$ cat config.mk
export PLATFORM = sky130hd
export DESIGN_NAME = vc_buffer_pkt
export DESIGN_NICKNAME = d
export VERILOG_FILES = /design/src/rtl/vc_buffer_pkt.sv
export SDC_FILE = /design/constraint.sdc
export NUM_CORES = 1
export LEC_CHECK = 0
export ABC_AREA = 1
export CAP_MARGIN = 20
export CORE_ASPECT_RATIO = 1.1
export CORE_MARGIN = 5
export CORE_UTILIZATION = 55
export DETAILED_ROUTE_END_ITERATION = 7
export PLACE_DENSITY_LB_ADDON = 0.15
export REMOVE_ABC_BUFFERS = 1
export SKIP_CTS_REPAIR_TIMING = 1
export SLEW_MARGIN = 30
export SYNTH_ARGS = -nofsm -noshare
export SYNTH_HDL_FRONTEND = slang
export SYNTH_SLANG_ARGS = --single-unit
$ cat constraint.sdc
create_clock -name clk -period 9.5 [get_ports clk]
set_clock_uncertainty 0.15 [all_clocks]
set_input_delay 1.9 -clock clk [delete_from_list [all_inputs] [get_ports clk]]
set_output_delay 1.9 -clock clk [all_outputs]
set_load 0.02 [all_outputs]
$ cat src/rtl/vc_buffer_pkt.sv
// vc_buffer_pkt: single-VC input buffer for a router input port.
// First-word-fall-through flit FIFO storing each flit with its VC id. A packet
// lock FSM enforces head/body/tail framing, drops out-of-order flits and raises
// a sticky error flag. Occupancy and almost-full are exported for credit logic.
module vc_buffer_pkt #(
  parameter int FLIT_WIDTH  = 34,
  parameter int DEPTH       = 4,
  parameter int VC_ID_WIDTH = 2,
  parameter int AFULL_THR   = 3
) (
  input  logic                     clk,
  input  logic                     arst,
  input  logic [VC_ID_WIDTH-1:0]   vc_id_i,
  input  logic [FLIT_WIDTH-1:0]    fdata_i,
  input  logic                     valid_i,
  output logic                     ready_o,
  output logic [FLIT_WIDTH-1:0]    fdata_o,
  output logic [VC_ID_WIDTH-1:0]   vc_id_o,
  output logic                     valid_o,
  input  logic                     ready_i,
  output logic [$clog2(DEPTH):0]   ocup_o,
  output logic                     almost_full_o,
  output logic                     err_o
);

  localparam int AW = $clog2(DEPTH);
  localparam int PW = AW + 1;
  localparam int EW = FLIT_WIDTH + VC_ID_WIDTH;

  localparam logic [PW-1:0] PTR_ONE   = PW'(1);
  localparam logic [PW-1:0] AFULL_LVL = PW'(AFULL_THR);

  localparam logic [1:0] T_HEAD   = 2'b00;
  localparam logic [1:0] T_BODY   = 2'b01;
  localparam logic [1:0] T_TAIL   = 2'b10;
  localparam logic [1:0] T_SINGLE = 2'b11;

  typedef enum logic {UNLOCKED, LOCKED} lock_t;

  // Entry layout: {vc_id, flit}
  logic [EW-1:0] mem [DEPTH];

  logic [PW-1:0] wr_ptr_reg, rd_ptr_reg;
  lock_t         lock_reg, lock_next;
  logic          err_reg, err_next;

  logic          empty, full;
  logic          xin, xout, store;
  logic [1:0]    ftype;
  logic [EW-1:0] head_entry;

  // Pointer-derived status; the extra MSB distinguishes full from empty
  assign empty = (wr_ptr_reg == rd_ptr_reg);
  assign full  = (wr_ptr_reg[AW-1:0] == rd_ptr_reg[AW-1:0]) &&
                 (wr_ptr_reg[AW] != rd_ptr_reg[AW]);

  // ready depends on state only: a read while full does not reopen it this cycle
  assign ready_o = !full;
  assign valid_o = !empty;
  assign xin     = valid_i & ready_o;
  assign xout    = valid_o & ready_i;

  assign ftype = fdata_i[FLIT_WIDTH-1 -: 2];

  // Lock FSM next state: decide whether an accepted flit is stored or dropped
  always_comb begin
    lock_next = lock_reg;
    err_next  = err_reg;
    store     = 1'b0;
    if (xin) begin
      case (lock_reg)
        UNLOCKED: begin
          case (ftype)
            T_HEAD: begin
              store     = 1'b1;
              lock_next = LOCKED;
            end
            T_SINGLE: store = 1'b1;
            default:  err_next = 1'b1;
          endcase
        end
        LOCKED: begin
          case (ftype)
            T_BODY: store = 1'b1;
            T_TAIL: begin
              store     = 1'b1;
              lock_next = UNLOCKED;
            end
            default: err_next = 1'b1;
          endcase
        end
        default: lock_next = UNLOCKED;
      endcase
    end
  end

  // State register: pointers, lock state and sticky error; reset wins over traffic
  always_ff @(posedge clk) begin
    if (arst) begin
      wr_ptr_reg <= '0;
      rd_ptr_reg <= '0;
      lock_reg   <= UNLOCKED;
      err_reg    <= 1'b0;
    end else begin
      lock_reg <= lock_next;
      err_reg  <= err_next;
      if (store) wr_ptr_reg <= wr_ptr_reg + PTR_ONE;
      if (xout)  rd_ptr_reg <= rd_ptr_reg + PTR_ONE;
    end
  end

  // Storage write; contents need no reset since pointers qualify them
  always_ff @(posedge clk) begin
    if (store) mem[wr_ptr_reg[AW-1:0]] <= {vc_id_i, fdata_i};
  end

  // Head of queue is read combinationally for fall-through, forced to 0 when empty
  assign head_entry    = mem[rd_ptr_reg[AW-1:0]];
  assign fdata_o       = empty ? '0 : head_entry[FLIT_WIDTH-1:0];
  assign vc_id_o       = empty ? '0 : head_entry[EW-1:FLIT_WIDTH];
  assign ocup_o        = wr_ptr_reg - rd_ptr_reg;
  assign almost_full_o = (ocup_o >= AFULL_LVL);
  assign err_o         = err_reg;

endmodule

==> results of run 1 <==
-- per-layer routing --
metal	vias up	wire length (um)	global-route usage
li1	1941	-	-
met1	1958	5070	0.228
met2	117	6530	0.343
met3	11	747	0.0509
met4	0	154	0.0631
met5	-	0	0
-- Yosys cell counts --
library cell	number	area (sq um)
nor2_1	159	597
edfxtp_1	144	4320
o21ai_0	60	300
a21oi_1	39	195
inv_1	19	71.3
nand2_1	19	71.3
o21ai_1	15	75.1
buf_2	10	50.1
dfxtp_1	10	200
clkbuf_2	7	35.0
ha_1	7	87.6
nand2_2	4	25.0
buf_6	3	33.8
clkbuf_1	3	11.3
inv_2	3	11.3
buf_4	2	15.0
nand3_1	2	10.0
xor2_1	2	17.5
a21oi_4	1	16.3
fa_1	1	20.0
nand2_4	1	11.3
nand3_2	1	10.0
nor3_1	1	5.00
or2_1	1	6.26
-- worst reg2reg max path: cells and delay by family (launching register included) --
family,cells,cell delay [ns]
compound gates,1,0.18
simple gates,3,0.70
fa+ha+maj,1,0.32
buf+inv,3,0.65
flops,1,0.36
-- report_power, final --
part | leakage, uW | switching (uW) | internal, uW
Combinational | 0.00104 | 347 | 231
Sequential | 0.00139 | 23.7 | 776
Clock | 0.000282 | 248 | 418
Total | 0.00271 | 618 | 1430
-- stage by stage --
step,hold WS [ns],instances
after detailed placement,0.313,723
after floorplan,0.338,489
after global routing,0.366,755
final,0.335,755
after global placement,0.308,723
after CTS,0.331,755
-- layout make-up --
type,count,area (sq um)
multi-input combinational,313,1480
inverter,22,85.1
fill,756,3230
clock inverter,12,149
sequential,154,4530
clock buffer,20,447
timing repair buffer,87,858
tap,147,184
-- worst max-delay path by stage --
| stage | from | to | slack (ns) | depth (start not counted) |
|---|---|---|---|---|
| 2_1_floorplan | flop | fdata_o[31] | 4.80 | 3 |
| 3_3_place_gp | flop | fdata_o[31] | 4.78 | 5 |
| 3_5_place_dp | flop | fdata_o[1] | 4.81 | 5 |
| 4_1_cts | flop | fdata_o[24] | 4.36 | 5 |
| 5_1_grt | flop | fdata_o[24] | 4.14 | 5 |
| 6_report | flop | fdata_o[24] | 4.36 | 5 |
-- logic make-up after synthesis --
| family | Yosys count |
|---|---|
| fa+ha+maj | 8 |
| buf+inv | 47 |
| compound gates | 115 |
| flops | 154 |
| xor+xnor | 2 |
| simple gates | 188 |
==> run metrics, run 1 <==
total CTS buffers=17; post-synthesis compound-gate area fraction=0.0947; max reg flops=144; RSZ-0062 raised after global routing=no; IO Port Bufs=82; I/O pin cnt=83; WHS Endpoint=err_o; Die Y=121 um; Place WS=4.81 ns; final instance area=0.00773 sq mm; CP Class=reg -> out; H-tree depth=4; Vias/cell=5.33; Max FO, Critical Path=37; critical path arrival=3.09 ns; diode count=0; worst hold-check path type=reg -> reg; Finished Core Util=0.705; ratio of cells with drive above 1 in the final layout=0.0839; Chip Width=111 um; Synth Area in XOR/XNOR=0.00283; initial antenna violation count=0; largest family of logic cells by synthesized area=simple AND/OR/NAND/NOR gates; Max-Cap Viols=0; via count=4027; most common cell after layout, fill and taps aside=nor2_1; Post-Synth Adder-Cell Area=0.0174; global route overflow=0; status=finished clean; Hold Vio Cnt, Final=0; Max Root-Sink Buffers=2; Startpoint Class=flop; R2R cell count=8; CTS Root Cell=clkbuf_16; Leak=0.00271 uW; final worst path period share=0.541; Area growth syn-to-layout=24.6%; mux cell area share after synthesis=0; Mapped Area=0.00620 sq mm; hold path start=err_o; yosys warns=0; clock tree sinks=154; peak supply drop=0.176 mV; Syn Area/Cell=12.1 sq um; Max Fclk=195 MHz; Power, Total=2040 uW; Cells on Worst Hold Path=2; Worst Setup Slack, final=4.36 ns; Clock transition at path regs=0.06 ns; die area=0.0135 sq mm; Iteration-0 DRC Markers=321; initial core utilization=0.566; RR Endpoint=mem[3][1]; DRT Pass-1 Iters=4; worst slew pin tran=0.861 ns; R2R Path Start=wr_ptr_reg[0]; simple-gate portion of the synthesized area=0.119; setup violators final=0; fin nets=643; GP Congestion=0.817; setup TNS=0 ns; DR WL/cell=16.6 um; Final min period=5.14 ns; flop-to-flop setup slack=6.80 ns; Synth cell types=24; CP endpoint kind=output port; crit-path cells=inv_2 > nor2_1 > o21ai_0 > a21oi_1 > clkdlybuf4s50_1; core area=0.0110 sq mm; Placement Cell Area=0.00713 sq mm; Crit path largest cell delay=0.88 ns; Remaining DRCs=0; CTS tree=done; Top delay family on crit path=buffers and inverters; Power per Cell Area=264 mW/mm^2; Overall Global Routing Usage=0.193; WL final=12.5 mm; slowest CP cell=dfxtp_2; Post-Synthesis Cells=514; Routed Antenna Nets=0; Rows=40; Max transition margin=0.426; first-pass GRT wire length=20.3 mm; flop and latch count out of synthesis=154; vias in the first global route=4122; largest net degree at the start of global routing=74; Slew Limit Fails=0; crit path buf inv count=2; most frequent cells in the layout=155 x nor2_1, 144 x edfxtp_1, 82 x clkdlybuf4s50_1; post-detail-place hpwl=7.40 mm; post-synthesis sequential area ratio=0.730; clock latency on the worst-skew pair=0.41 ns; Crit path required time=7.45 ns
Power figures use the tool's default switching activity.
==> run 2: changes to the inputs <==
clock period = 4.8 ns   (was 9.5 ns; I/O delays follow)
==> run 2 against run 1 <==
Effect of this change: register-to-register slack worse by 4.6 ns; critical path depth grew 3; sequential share of layout area is 0.41 points lower; core utilization rose by 0.49 points; non-clock buffer count rose by 4; critical path type unchanged; total power is 100% higher; global-route usage is 0.30 points higher; sequential cell count stayed put; critical endpoint is now fdata_o[31]; worst setup slack worse by 3.6 ns.
==> run metrics, run 2 (synthesized netlist as in run 1, its figures left out) <==
vias in the first global route=4054 (was 4122); WHS Endpoint=err_o (unchanged); I/O pin cnt=83 (unchanged); CTS tree=done (unchanged); WL final=12.8 mm (was 12.5 mm); Max-Cap Viols=0 (unchanged); switching power=1260 uW (was 618 uW); Overall Global Routing Usage=0.196 (was 0.193); Remaining DRCs=0 (unchanged); GP Congestion=0.801 (was 0.817); critical path arrival=2.92 ns (was 3.09 ns); R2R cell count=8 (unchanged); Max FO, Critical Path=36 (was 37); Max Fclk=248 MHz; Power per Cell Area=528 mW/mm^2 (was 264 mW/mm^2); clock tree sinks=154 (unchanged); clock latency on the worst-skew pair=0.42 ns (was 0.41 ns); Final min period=4.03 ns; setup violators final=0 (unchanged); ratio of cells with drive above 1 in the final layout=0.0931 (was 0.0839); Place WS=1.21 ns (was 4.81 ns); filler cell count=763 (was 756); Routed Antenna Nets=0 (unchanged); Startpoint Class=flop (unchanged); initial core utilization=0.566 (unchanged); CP endpoint kind=output port (unchanged); internal power=2850 uW (was 1430 uW); post-detail-place hpwl=7.72 mm (was 7.40 mm); slowest CP cell=inv_2 (was dfxtp_2); peak supply drop=0.347 mV (was 0.176 mV); Clock transition at path regs=0.06 ns (about the same); status=finished clean (unchanged); CP startpoint=wr_ptr_reg[0]; Max Root-Sink Buffers=2 (unchanged); sequential share of power=0.383 (was 0.391); H-tree depth=4 (unchanged); Iteration-0 DRC Markers=276 (was 321); setup TNS=0 ns (unchanged); DRT Pass-1 Iters=5 (was 4); Crit path largest cell delay=0.60 ns (was 0.88 ns); hold path start=err_o (unchanged); most frequent cells in the layout=155 x nor2_1, 144 x edfxtp_1, 82 x clkdlybuf4s50_1 (unchanged); Rows=40 (unchanged); diode count=0 (unchanged); total CTS buffers=17 (unchanged); initial antenna violation count=0 (unchanged); first-pass GRT wire length=20.4 mm (was 20.3 mm); final worst path period share=0.841; DR WL/cell=16.9 um (was 16.6 um); global route overflow=0 (unchanged); via count=4041 (was 4027); Vias/cell=5.32 (was 5.33); R2R Path Start=wr_ptr_reg[0] (unchanged); largest net degree at the start of global routing=44 (was 74); CP Class=reg -> out (unchanged); RR Endpoint=mem[3][3] (was mem[3][1]); clock power share=0.332 (was 0.326); Reg area=0.00453 sq mm (unchanged); fin nets=647 (was 643); crit-path cells=inv_1 > ha_1 > nand2_1 > inv_1 > nand3_2 > inv_2 > a21oi_1 > clkdlybuf4s50_1 (was inv_2 > nor2_1 > o21ai_0 > a21oi_1 > clkdlybuf4s50_1); max reg flops=144 (unchanged); IO Port Bufs=82 (unchanged); Area growth syn-to-layout=25.5% (was 24.6%); worst slew pin tran=0.778 ns (was 0.861 ns); Worst Setup Slack, final=0.765 ns (was 4.36 ns); die area=0.0135 sq mm (unchanged); area of the multi-input gates=0.00148 sq mm (unchanged); worst hold-check path type=reg -> reg (unchanged); RSZ-0062 raised after global routing=no (unchanged); flop-to-flop setup slack=2.17 ns (was 6.80 ns); Die Y=121 um (unchanged); Crit path required time=3.69 ns (was 7.45 ns); Comb power frac=0.285 (was 0.283); Slew Limit Fails=0 (unchanged); Chip Width=111 um (unchanged); CTS Root Cell=clkbuf_16 (unchanged); CP dominant cell by count=inv_1; core area=0.0110 sq mm (unchanged); Switching Share=0.306 (was 0.302); Leak=0.00274 uW (was 0.00271 uW); Hold Vio Cnt, Final=0 (unchanged); Max transition margin=0.480 (was 0.426); Cells on Worst Hold Path=2 (unchanged); most common cell after layout, fill and taps aside=nor2_1 (unchanged)
run 2: power groups by stage:
stage / Combinational (uW) / Sequential, uW / Clock, uW
after global routing: 1270 / 1580 / 1450
final: 1170 / 1570 / 1360
after floorplan: 606 / 1620 / 0
after detailed placement: 1180 / 1600 / 0
after CTS: 1180 / 1570 / 1380
after global placement: 1160 / 1600 / 0
run 2: metrics by stage:
step,utilization,hold slack [ns],cells,total power [uW],instance area (sq um)
4_1_cts,0.710,0.358,759,4140,7780
2_1_floorplan,-,0.338,489,2230,6050
3_3_place_gp,0.653,0.313,727,2760,7160
3_5_place_dp,0.653,0.342,727,2780,7160
6_report,0.710,0.348,759,4110,7780
5_1_grt,0.710,0.393,759,4300,7780
run 2: final cells by class:
type	instances	share of cell area
inverters	22	0.0106
flip-flops and latches	154	0.582
well taps	147	0.0236
clock buffers	19	0.0582
clock inverters	13	0.0217
multi-input cells	313	0.190
repair buffers	91	0.114
run 2: routing by layer:
layer	global-route usage	wire, um	part of all wire	vias up
li1	-	-	-	1963
met4	0.0525	169	0.013	0
met3	0.0549	703	0.055	17
met1	0.236	5290	0.41	1949
met5	0	0	0	-
met2	0.347	6650	0.52	112
run 2: how the worst max path moves through the flow:
| stage | to | slack, ns | cells after the start |
|---|---|---|---|
| after detailed placement | fdata_o[31] | 1.21 | 8 |
| final | fdata_o[31] | 0.77 | 8 |
| after global routing | fdata_o[32] | 0.59 | 8 |
| after CTS | fdata_o[31] | 0.76 | 8 |
| after global placement | fdata_o[31] | 1.26 | 8 |
| after floorplan | fdata_o[31] | 1.04 | 3 |
run 2: critical path, delay by kind of cell, from the launching register on:
kind | cells | cell delay [ns]
AO/OA/AOI/OAI | 1 | 0.17
AND/OR/NAND/NOR | 2 | 0.19
adder cells (fa/ha/maj) | 1 | 0.32
buffers and inverters | 4 | 1.45
flip-flops | 1 | 0.36
==> run 3: changes to the inputs <==
clock period = 4.05 ns   (was 4.8 ns; I/O delays follow)
==> run 3 against run 2 <==
Effect of this change: first-iteration DRC count up 1.4%; design area up 0.85%; largest power group unchanged; die area unchanged; total power up 21%; global-route usage up 0.48 points; highest routed layer unchanged.
==> run metrics, run 3 (synthesized netlist as in run 1, its figures left out) <==
diode count=0 (unchanged); Layout Cells excl Fill=761 (was 759); ratio of cells with drive above 1 in the final layout=0.0863 (was 0.0931); DRT Pass-1 Iters=5 (unchanged); Power per Cell Area=636 mW/mm^2 (was 528 mW/mm^2); top sig layer=met4 (unchanged); status=finished clean (unchanged); area of the multi-input gates=0.00148 sq mm (unchanged); Power, Total=4990 uW (was 4110 uW); wl on met1=5.55 mm (was 5.29 mm); Area growth syn-to-layout=26.6% (was 25.5%); largest net degree at the start of global routing=38 (was 44); filler cell count=755 (was 763); Routed Antenna Nets=0 (unchanged); core area=0.0110 sq mm (unchanged); most common cell after layout, fill and taps aside=nor2_1 (unchanged); die area=0.0135 sq mm (unchanged); Final min period=3.77 ns; Crit path largest cell delay=0.55 ns (was 0.60 ns); I/O pin cnt=83 (unchanged); peak supply drop=0.344 mV (was 0.347 mV); crit-path cells=inv_1 > ha_1 > nand2_1 > inv_1 > nand3_2 > inv_2 > buf_4 > a21oi_1 > clkdlybuf4s50_1 (was inv_1 > ha_1 > nand2_1 > inv_1 > nand3_2 > inv_2 > a21oi_1 > clkdlybuf4s50_1); routed length on met3=758 um (was 703 um); Startpoint Class=flop (unchanged); worst slew pin tran=0.747 ns (was 0.778 ns); hold path start=err_o (unchanged); slowest CP cell=clkdlybuf4s50_1 (was inv_2); CTS tree=done (unchanged); Max FO, Critical Path=14 (was 36); DR WL/cell=17.2 um (was 16.9 um); CP dominant cell by count=inv_1 (unchanged); max reg flops=144 (unchanged); RSZ-0062 raised after global routing=no (unchanged); CP Class=reg -> out (unchanged); GP Congestion=0.776 (was 0.801); initial antenna violation count=0 (unchanged); Finished Core Util=0.716 (was 0.710); Overall Global Routing Usage=0.200 (was 0.196); most frequent cells in the layout=155 x nor2_1, 144 x edfxtp_1, 82 x clkdlybuf4s50_1 (unchanged); H-tree depth=4 (unchanged); setup violators final=0 (unchanged); Crit path required time=3.09 ns (was 3.69 ns); crit path buf inv count=5 (was 4); Iteration-0 DRC Markers=280 (was 276); CP startpoint=wr_ptr_reg[0] (unchanged); Max-Cap Viols=0 (unchanged); WL final=13.1 mm (was 12.8 mm); routed wl met2=6.74 mm (was 6.65 mm); IO Port Bufs=82 (unchanged); Placed Instances=730 (was 727); Chip Width=111 um (unchanged); total CTS buffers=17 (unchanged); vias in the first global route=4174 (was 4054); Top delay family on crit path=buffers and inverters (unchanged); critical path arrival=2.81 ns (was 2.92 ns); clock latency on the worst-skew pair=0.41 ns (was 0.42 ns); initial core utilization=0.566 (unchanged); Max Root-Sink Buffers=2 (unchanged); worst hold-check path type=reg -> reg (unchanged); Reg area=0.00453 sq mm (about the same); via count=4044 (was 4041); post-detail-place hpwl=7.91 mm (was 7.72 mm); Die Y=121 um (unchanged); fin nets=650 (was 647); global route overflow=0 (unchanged); Slew Limit Fails=0 (unchanged); first-pass GRT wire length=21.0 mm (was 20.4 mm); clock tree sinks=154 (unchanged); CP endpoint kind=output port (unchanged); Rows=40 (unchanged); Vias/cell=5.31 (was 5.32); Max Fclk=265 MHz; Hold Vio Cnt, Final=0 (unchanged); setup TNS=0 ns (unchanged); Clock transition at path regs=0.06 ns (about the same); Remaining DRCs=0 (unchanged); R2R Path Start=wr_ptr_reg[0] (unchanged); Leak=0.00278 uW (was 0.00274 uW); final worst path period share=0.931; CTS Root Cell=clkbuf_16 (unchanged); Max transition margin=0.501 (was 0.480)
-- run 3: changes by cell type in the layout (fill, tap and decap cells not counted), moves of 2 or more --
| cell | before | now |
|---|---|---|
| buf_12 | 0 | 2 |
| bufinv_16 | 3 | 6 |
| clkbuf_1 | 0 | 4 |
| clkbuf_8 | 2 | 0 |
| clkinv_1 | 0 | 2 |
| clkinv_4 | 4 | 0 |
| clkinvlp_4 | 4 | 0 |
-- run 3: worst register-to-register path, delay by kind of cell (launching register included) --
| family | cells | cell delay (ns) |
|---|---|---|
| and+or+nand+nor | 3 | 0.68 |
| buffers and inverters | 3 | 0.56 |
| DFF | 1 | 0.36 |
| adders and majority gates | 1 | 0.33 |
| AOI/OAI and AO/OA | 1 | 0.19 |
-- run 3: cell type report --
| type | instances | share of cell area |
|---|---|---|
| sequential | 154 | 0.577 |
| multi-input combinational | 313 | 0.188 |
| timing repair buffer | 94 | 0.119 |
| clock buffer | 21 | 0.0561 |
| clock inverter | 10 | 0.0252 |
| tap | 147 | 0.0234 |
| inverter | 22 | 0.0105 |
-- run 3: worst paths after layout --
path / end / slack [ns] / cells after the start
worst min register to register: err_o / 0.35 / 2
worst max register to register: mem[1][9] / 1.49 / 8
worst min-delay path: err_o / 0.35 / 2
worst max-delay path: fdata_o[7] / 0.28 / 9
-- run 3: through the flow --
stage          hold slack, ns  area [sq um]  setup slack (ns)
2_1_floorplan           0.338          6050             0.439
3_3_place_gp            0.309          7210             0.528
3_5_place_dp            0.342          7210             0.476
4_1_cts                 0.357          7850           0.00846
5_1_grt                 0.391          7850            0.0763
6_report                0.348          7850             0.278
-- run 3: power by group --
group | internal, uW | switching [uW] | leakage, uW | total [uW]
combinational | 569 | 835 | 0.00108 | 1400
clock | 1150 | 564 | 0.000310 | 1710
sequential | 1820 | 56.2 | 0.00139 | 1880
total | 3540 | 1450 | 0.00278 | 4990
-- run 3: routing by layer --
layer / vias to the layer above / GRT usage
li1: 1963 / -
met1: 1948 / 0.250
met2: 129 / 0.342
met3: 4 / 0.0554
met4: 0 / 0.0608
met5: - / 0
==> RTL edit 1: new RTL, flow settings as in run 2 <==
The parameter `FLIT_WIDTH` goes from 34 to 42.
--- a/src/rtl/vc_buffer_pkt.sv
+++ b/src/rtl/vc_buffer_pkt.sv
@@ -4,5 +4,5 @@
 // a sticky error flag. Occupancy and almost-full are exported for credit logic.
 module vc_buffer_pkt #(
-  parameter int FLIT_WIDTH  = 34,
+  parameter int FLIT_WIDTH  = 42,
   parameter int DEPTH       = 4,
   parameter int VC_ID_WIDTH = 2,
Ports: changed (resized fdata_i and fdata_o); port bits go from 83 to 99. The function was not compared with the original's and may differ.
==> RTL edit 1 against run 2 <==
Routed wire length grew 21%; register-to-register slack got worse by 0.12 ns; total power up 13%; sequential cell count up 32; cell area grew 18%; final cell count up 20%; setup slack worse by 0.038 ns; area after synthesis is 21% higher; critical path type unchanged; critical endpoint is now fdata_o[24]; largest power group unchanged; highest routed layer unchanged.
==> RTL edit 1: results (changes against run 2) <==
| Metric | Value |
|---|---|
| Status | `completed (unchanged)` |
| Final #Nets | `767 (was 647)` |
| Count leader, synth | `nor2_1 (unchanged)` |
| Avg WL per Cell | `17.1 um (was 16.9 um)` |
| Post-synth EDFFs | `176 (was 144)` |
| HPWL after detailed placement | `8910 um (was 7720 um)` |
| Slowest stage cell, crit path | `clkdlybuf4s50_1 (was inv_2)` |
| Iter 0 DRT Violations | `349 (was 276)` |
| Classification of the worst-slack hold path | `flop to flop (unchanged)` |
| WL met2 | `7960 um (was 6650 um)` |
| Synth top area cells | `edfxtp_1 70%, nor2_1 9.6%, o21ai_0 4.9% (was edfxtp_1 70%, nor2_1 9.6%, o21ai_0 4.8%)` |
| Number of flip-flops in the largest register | `176 (was 144)` |
| M1 WL | `6330 um (was 5290 um)` |
| CP peak stage delay | `0.54 ns (was 0.60 ns)` |
| Vias in the first global route | `4884 (was 4054)` |
| Global-route wire length before repair | `24200 um (was 20400 um)` |
| I/O Buffers | `98 (was 82)` |
| Min Hold Slack | `0.324 ns (was 0.348 ns)` |
| Arr. time, crit path | `2.96 ns (was 2.92 ns)` |
| Worst Path Max Fanout | `22 (was 36)` |
| R2R Path End | `mem[0][8] (was mem[3][3])` |
| Routability cong. | `0.806 (was 0.801)` |
| R2r setup slk | `2.05 ns (was 2.17 ns)` |
| Seq/Total Area, Yosys | `73.1% (was 73.0%)` |
| Max transition margin | `36.4% (was 48.0%)` |
| GRT Util Overall | `19.8% (was 19.6%)` |
| Later-pin clock latency in the skew report | `0.43 ns` |
| P_leak | `3.17 nW (was 2.74 nW)` |
| Largest net degree at the start of global routing | `89 (was 44)` |
| VDD IR max | `307 uV (was 347 uV)` |
| Wire length on met3 | `913 um (was 703 um)` |
| Via density | `5.38 (was 5.32)` |
-- RTL edit 1: stage by stage --
| step | power (mW) | cells | instance area [um^2] | setup slack (ns) |
|---|---|---|---|---|
| 3_5_place_dp | 3.32 | 876 | 8630 | 1.16 |
| 6_report | 4.63 | 908 | 9200 | 0.728 |
| 3_3_place_gp | 3.30 | 876 | 8630 | 1.23 |
| 5_1_grt | 4.85 | 908 | 9200 | 0.502 |
| 2_1_floorplan | 2.67 | 584 | 7310 | 0.869 |
| 4_1_cts | 4.65 | 908 | 9200 | 0.672 |
-- RTL edit 1: where the power goes --
group          switching [mW]  internal (mW)  leakage [nW]
sequential             0.0455           1.85          1.68
clock                   0.540          0.805         0.273
combinational           0.834          0.552          1.22
-- RTL edit 1: kinds of logic after synthesis --
| logic type | after synthesis | share of synthesized area, % |
|---|---|---|
| AND/OR/NAND/NOR | 226 | 12.2 |
| flip-flops | 186 | 73.1 |
| AO/OA/AOI/OAI | 138 | 9.26 |
| buffers and inverters | 56 | 3.74 |
| adder cells (fa/ha/maj) | 8 | 1.43 |
| XOR/XNOR | 2 | 0.234 |
-- RTL edit 1: cell type report --
cell class	instances	area (um^2)
clock buffer	20	437
clock inverter	12	130
fill	922	4070
inverter	24	92.6
multi-input combinational	374	1760
sequential	186	5490
tap	184	230
timing repair buffer	108	1060
-- RTL edit 1: worst max-delay path by stage --
stage	to	slack (ns)	depth (start not counted)	from
final	fdata_o[24]	0.73	9	wr_ptr_reg[0]
after global routing	fdata_o[35]	0.50	9	wr_ptr_reg[0]
after CTS	fdata_o[24]	0.67	9	wr_ptr_reg[0]
after detailed placement	fdata_o[1]	1.16	9	wr_ptr_reg[0]
after global placement	fdata_o[24]	1.23	9	wr_ptr_reg[0]
after floorplan	fdata_o[39]	0.87	3	flop
-- RTL edit 1: critical path: cells and delay by family (launching register included) --
kind	cells	cell delay, ns
compound gates	1	0.07
fa+ha+maj	1	0.31
buf+inv	5	1.54
flops	1	0.40
simple gates	2	0.19
-- RTL edit 1: metal layers --
metal,vias to the layer above,global-route usage [%]
met5,-,0
met4,0,7.60
met3,22,5.68
met2,148,33.2
met1,2381,24.2
li1,2334,-
==> RTL edit 2: new RTL, flow settings as in run 2 <==
Made on the original files. Register the output `err_o` once more; this adds one clock of latency there. The other outputs are not delayed to match.
--- a/src/rtl/vc_buffer_pkt.sv
+++ b/src/rtl/vc_buffer_pkt.sv
@@ -121,5 +121,7 @@
   assign ocup_o        = wr_ptr_reg - rd_ptr_reg;
   assign almost_full_o = (ocup_o >= AFULL_LVL);
-  assign err_o         = err_reg;
+  always_ff @(posedge clk) begin
+    err_o <= err_reg;
+  end
 
 endmodule
Check against the original RTL: not equivalent (Yosys sat finds a counterexample within 4 cycles, from zero or initial values and one cycle with arst high).
==> RTL edit 2 against run 2 <==
Routed wire length grew 2.1%; hold slack lost 0.13 ns; sequential share of layout area up 0.20 points; cell area is essentially flat; sequential cell count up 1; area after synthesis increased by 0.32%; setup slack improved by 0.022 ns; non-clock buffer count stayed put; total power about the same; register-to-register slack improved by 0.02 ns; largest cell class unchanged; largest power group unchanged; highest routed layer unchanged.
==> RTL edit 2: results (changes against run 2) <==
| Metric | Value |
|---|---|
| Status | `completed (unchanged)` |
| Clock buffer depth | `2 (unchanged)` |
| Setup crit start | `wr_ptr_reg[0] (unchanged)` |
| Synth Area in Adders | `1.73% (was 1.74%)` |
| Final #Nets | `648 (was 647)` |
| R2R Path Start | `wr_ptr_reg[0] (unchanged)` |
| Largest net degree at the start of global routing | `73 (was 44)` |
| Vias in the first global route | `4025 (was 4054)` |
| Detailed Routing Iterations Pass 1 | `5 (unchanged)` |
| Clk root buf | `clkbuf_16 (unchanged)` |
| Seq/Total Area, Yosys | `73.1% (was 73.0%)` |
| HPWL after detailed placement | `7690 um (was 7720 um)` |
| Synth top area cells | `edfxtp_1 70%, nor2_1 9.6%, o21ai_0 4.8% (unchanged)` |
| Asr flop ratio synth | `0% (unchanged)` |
| Post-synth EDFFs | `144 (unchanged)` |
| Antenna Diode Count | `0 (unchanged)` |
| Top_reg_cell synth | `edfxtp_1 (unchanged)` |
| Total CTS buffers | `17 (unchanged)` |
| Synth cell count leaders | `159 x nor2_1, 144 x edfxtp_1, 60 x o21ai_0, 39 x a21oi_1 (unchanged)` |
| Post-Syn Area per Cell | `12.1 um^2 (about the same)` |
| H-Tree Depth | `4 (unchanged)` |
| Synth Area in XOR/XNOR | `0.282% (was 0.283%)` |
| GRT Util Overall | `20.1% (was 19.6%)` |
| Placed Cells incl. Taps | `728 (was 727)` |
| Yosys warns | `0 (unchanged)` |
| Placement Cell Area | `7180 um^2 (was 7160 um^2)` |
| Post-synthesis compound-gate area fraction | `9.43% (was 9.47%)` |
| I/O Buffers | `82 (unchanged)` |
| Worst-margin pin slew | `0.774 ns (was 0.778 ns)` |
| Routability cong. | `0.765 (was 0.801)` |
| VDD IR max | `426 uV (was 347 uV)` |
| Global route overflow | `0 (unchanged)` |
| Avg WL per Cell | `17.2 um (was 16.9 um)` |
| Largest delay share family, worst path | `buffers and inverters (unchanged)` |
| Antenna violations before repair | `0 (unchanged)` |
| Share of cells above drive strength 1 | `8.65% (was 9.31%)` |
| Later-pin clock latency in the skew report | `0.41 ns` |
| Layout Cells excl Fill | `760 (was 759)` |
| Worst Path Max Fanout | `36 (unchanged)` |
| Post-synthesis mux area share | `0% (unchanged)` |
| Number of flip-flops in the largest register | `144 (unchanged)` |
| Core area | `11000 um^2 (about the same)` |
| P_leak | `2.75 nW (was 2.74 nW)` |
| Slowest stage cell, crit path | `inv_2 (unchanged)` |
| Global-route wire length before repair | `20800 um (was 20400 um)` |
| Iter 0 DRT Violations | `247 (was 276)` |
| Distinct cell type count after synthesis | `24 (unchanged)` |
| CP peak stage delay | `0.60 ns (about the same)` |
| Classification of the worst-slack hold path | `flop to flop (unchanged)` |
| DR vias | `4060 (was 4041)` |
| Hold Path Origin | `err_reg (was err_o)` |
| Clock-pin slew on the worst setup and hold paths | `0.06 ns (about the same)` |
| Arr. time, crit path | `2.90 ns (was 2.92 ns)` |
| Worst slack at placement | `1.24 ns (was 1.21 ns)` |
[RTL edit 2: per-layer routing]
layer / wire [um] / vias up / share of wire [%] / global-route usage, %
met2: 6870 / 132 / 52 / 34.0
met3: 710 / 12 / 5.4 / 5.51
li1: - / 1962 / - / -
met5: 0 / - / 0 / 0
met1: 5340 / 1954 / 41 / 25.1
met4: 165 / 0 / 1.3 / 7.60
[RTL edit 2: cell type report]
cell class,instances,area (um^2)
clock buffers,18,429
clock inverters,14,178
fillers,792,3220
inverters,22,85.1
multi-input cells,313,1480
flip-flops and latches,155,4550
well taps,147,184
repair buffers,91,888
[RTL edit 2: worst paths after layout]
check                                   end  slack [ns]  cells past startpoint
worst min register to register        err_o        0.21                      0
worst min-delay path                  err_o        0.21                      0
worst max register to register    mem[0][2]        2.19                      8
worst max-delay path            fdata_o[24]        0.79                      8
[RTL edit 2: where the power goes]
part	switching [mW]	total [mW]	internal, mW
Sequential	0.0333	1.58	1.55
Clock	0.490	1.35	0.861
Combinational	0.718	1.18	0.463
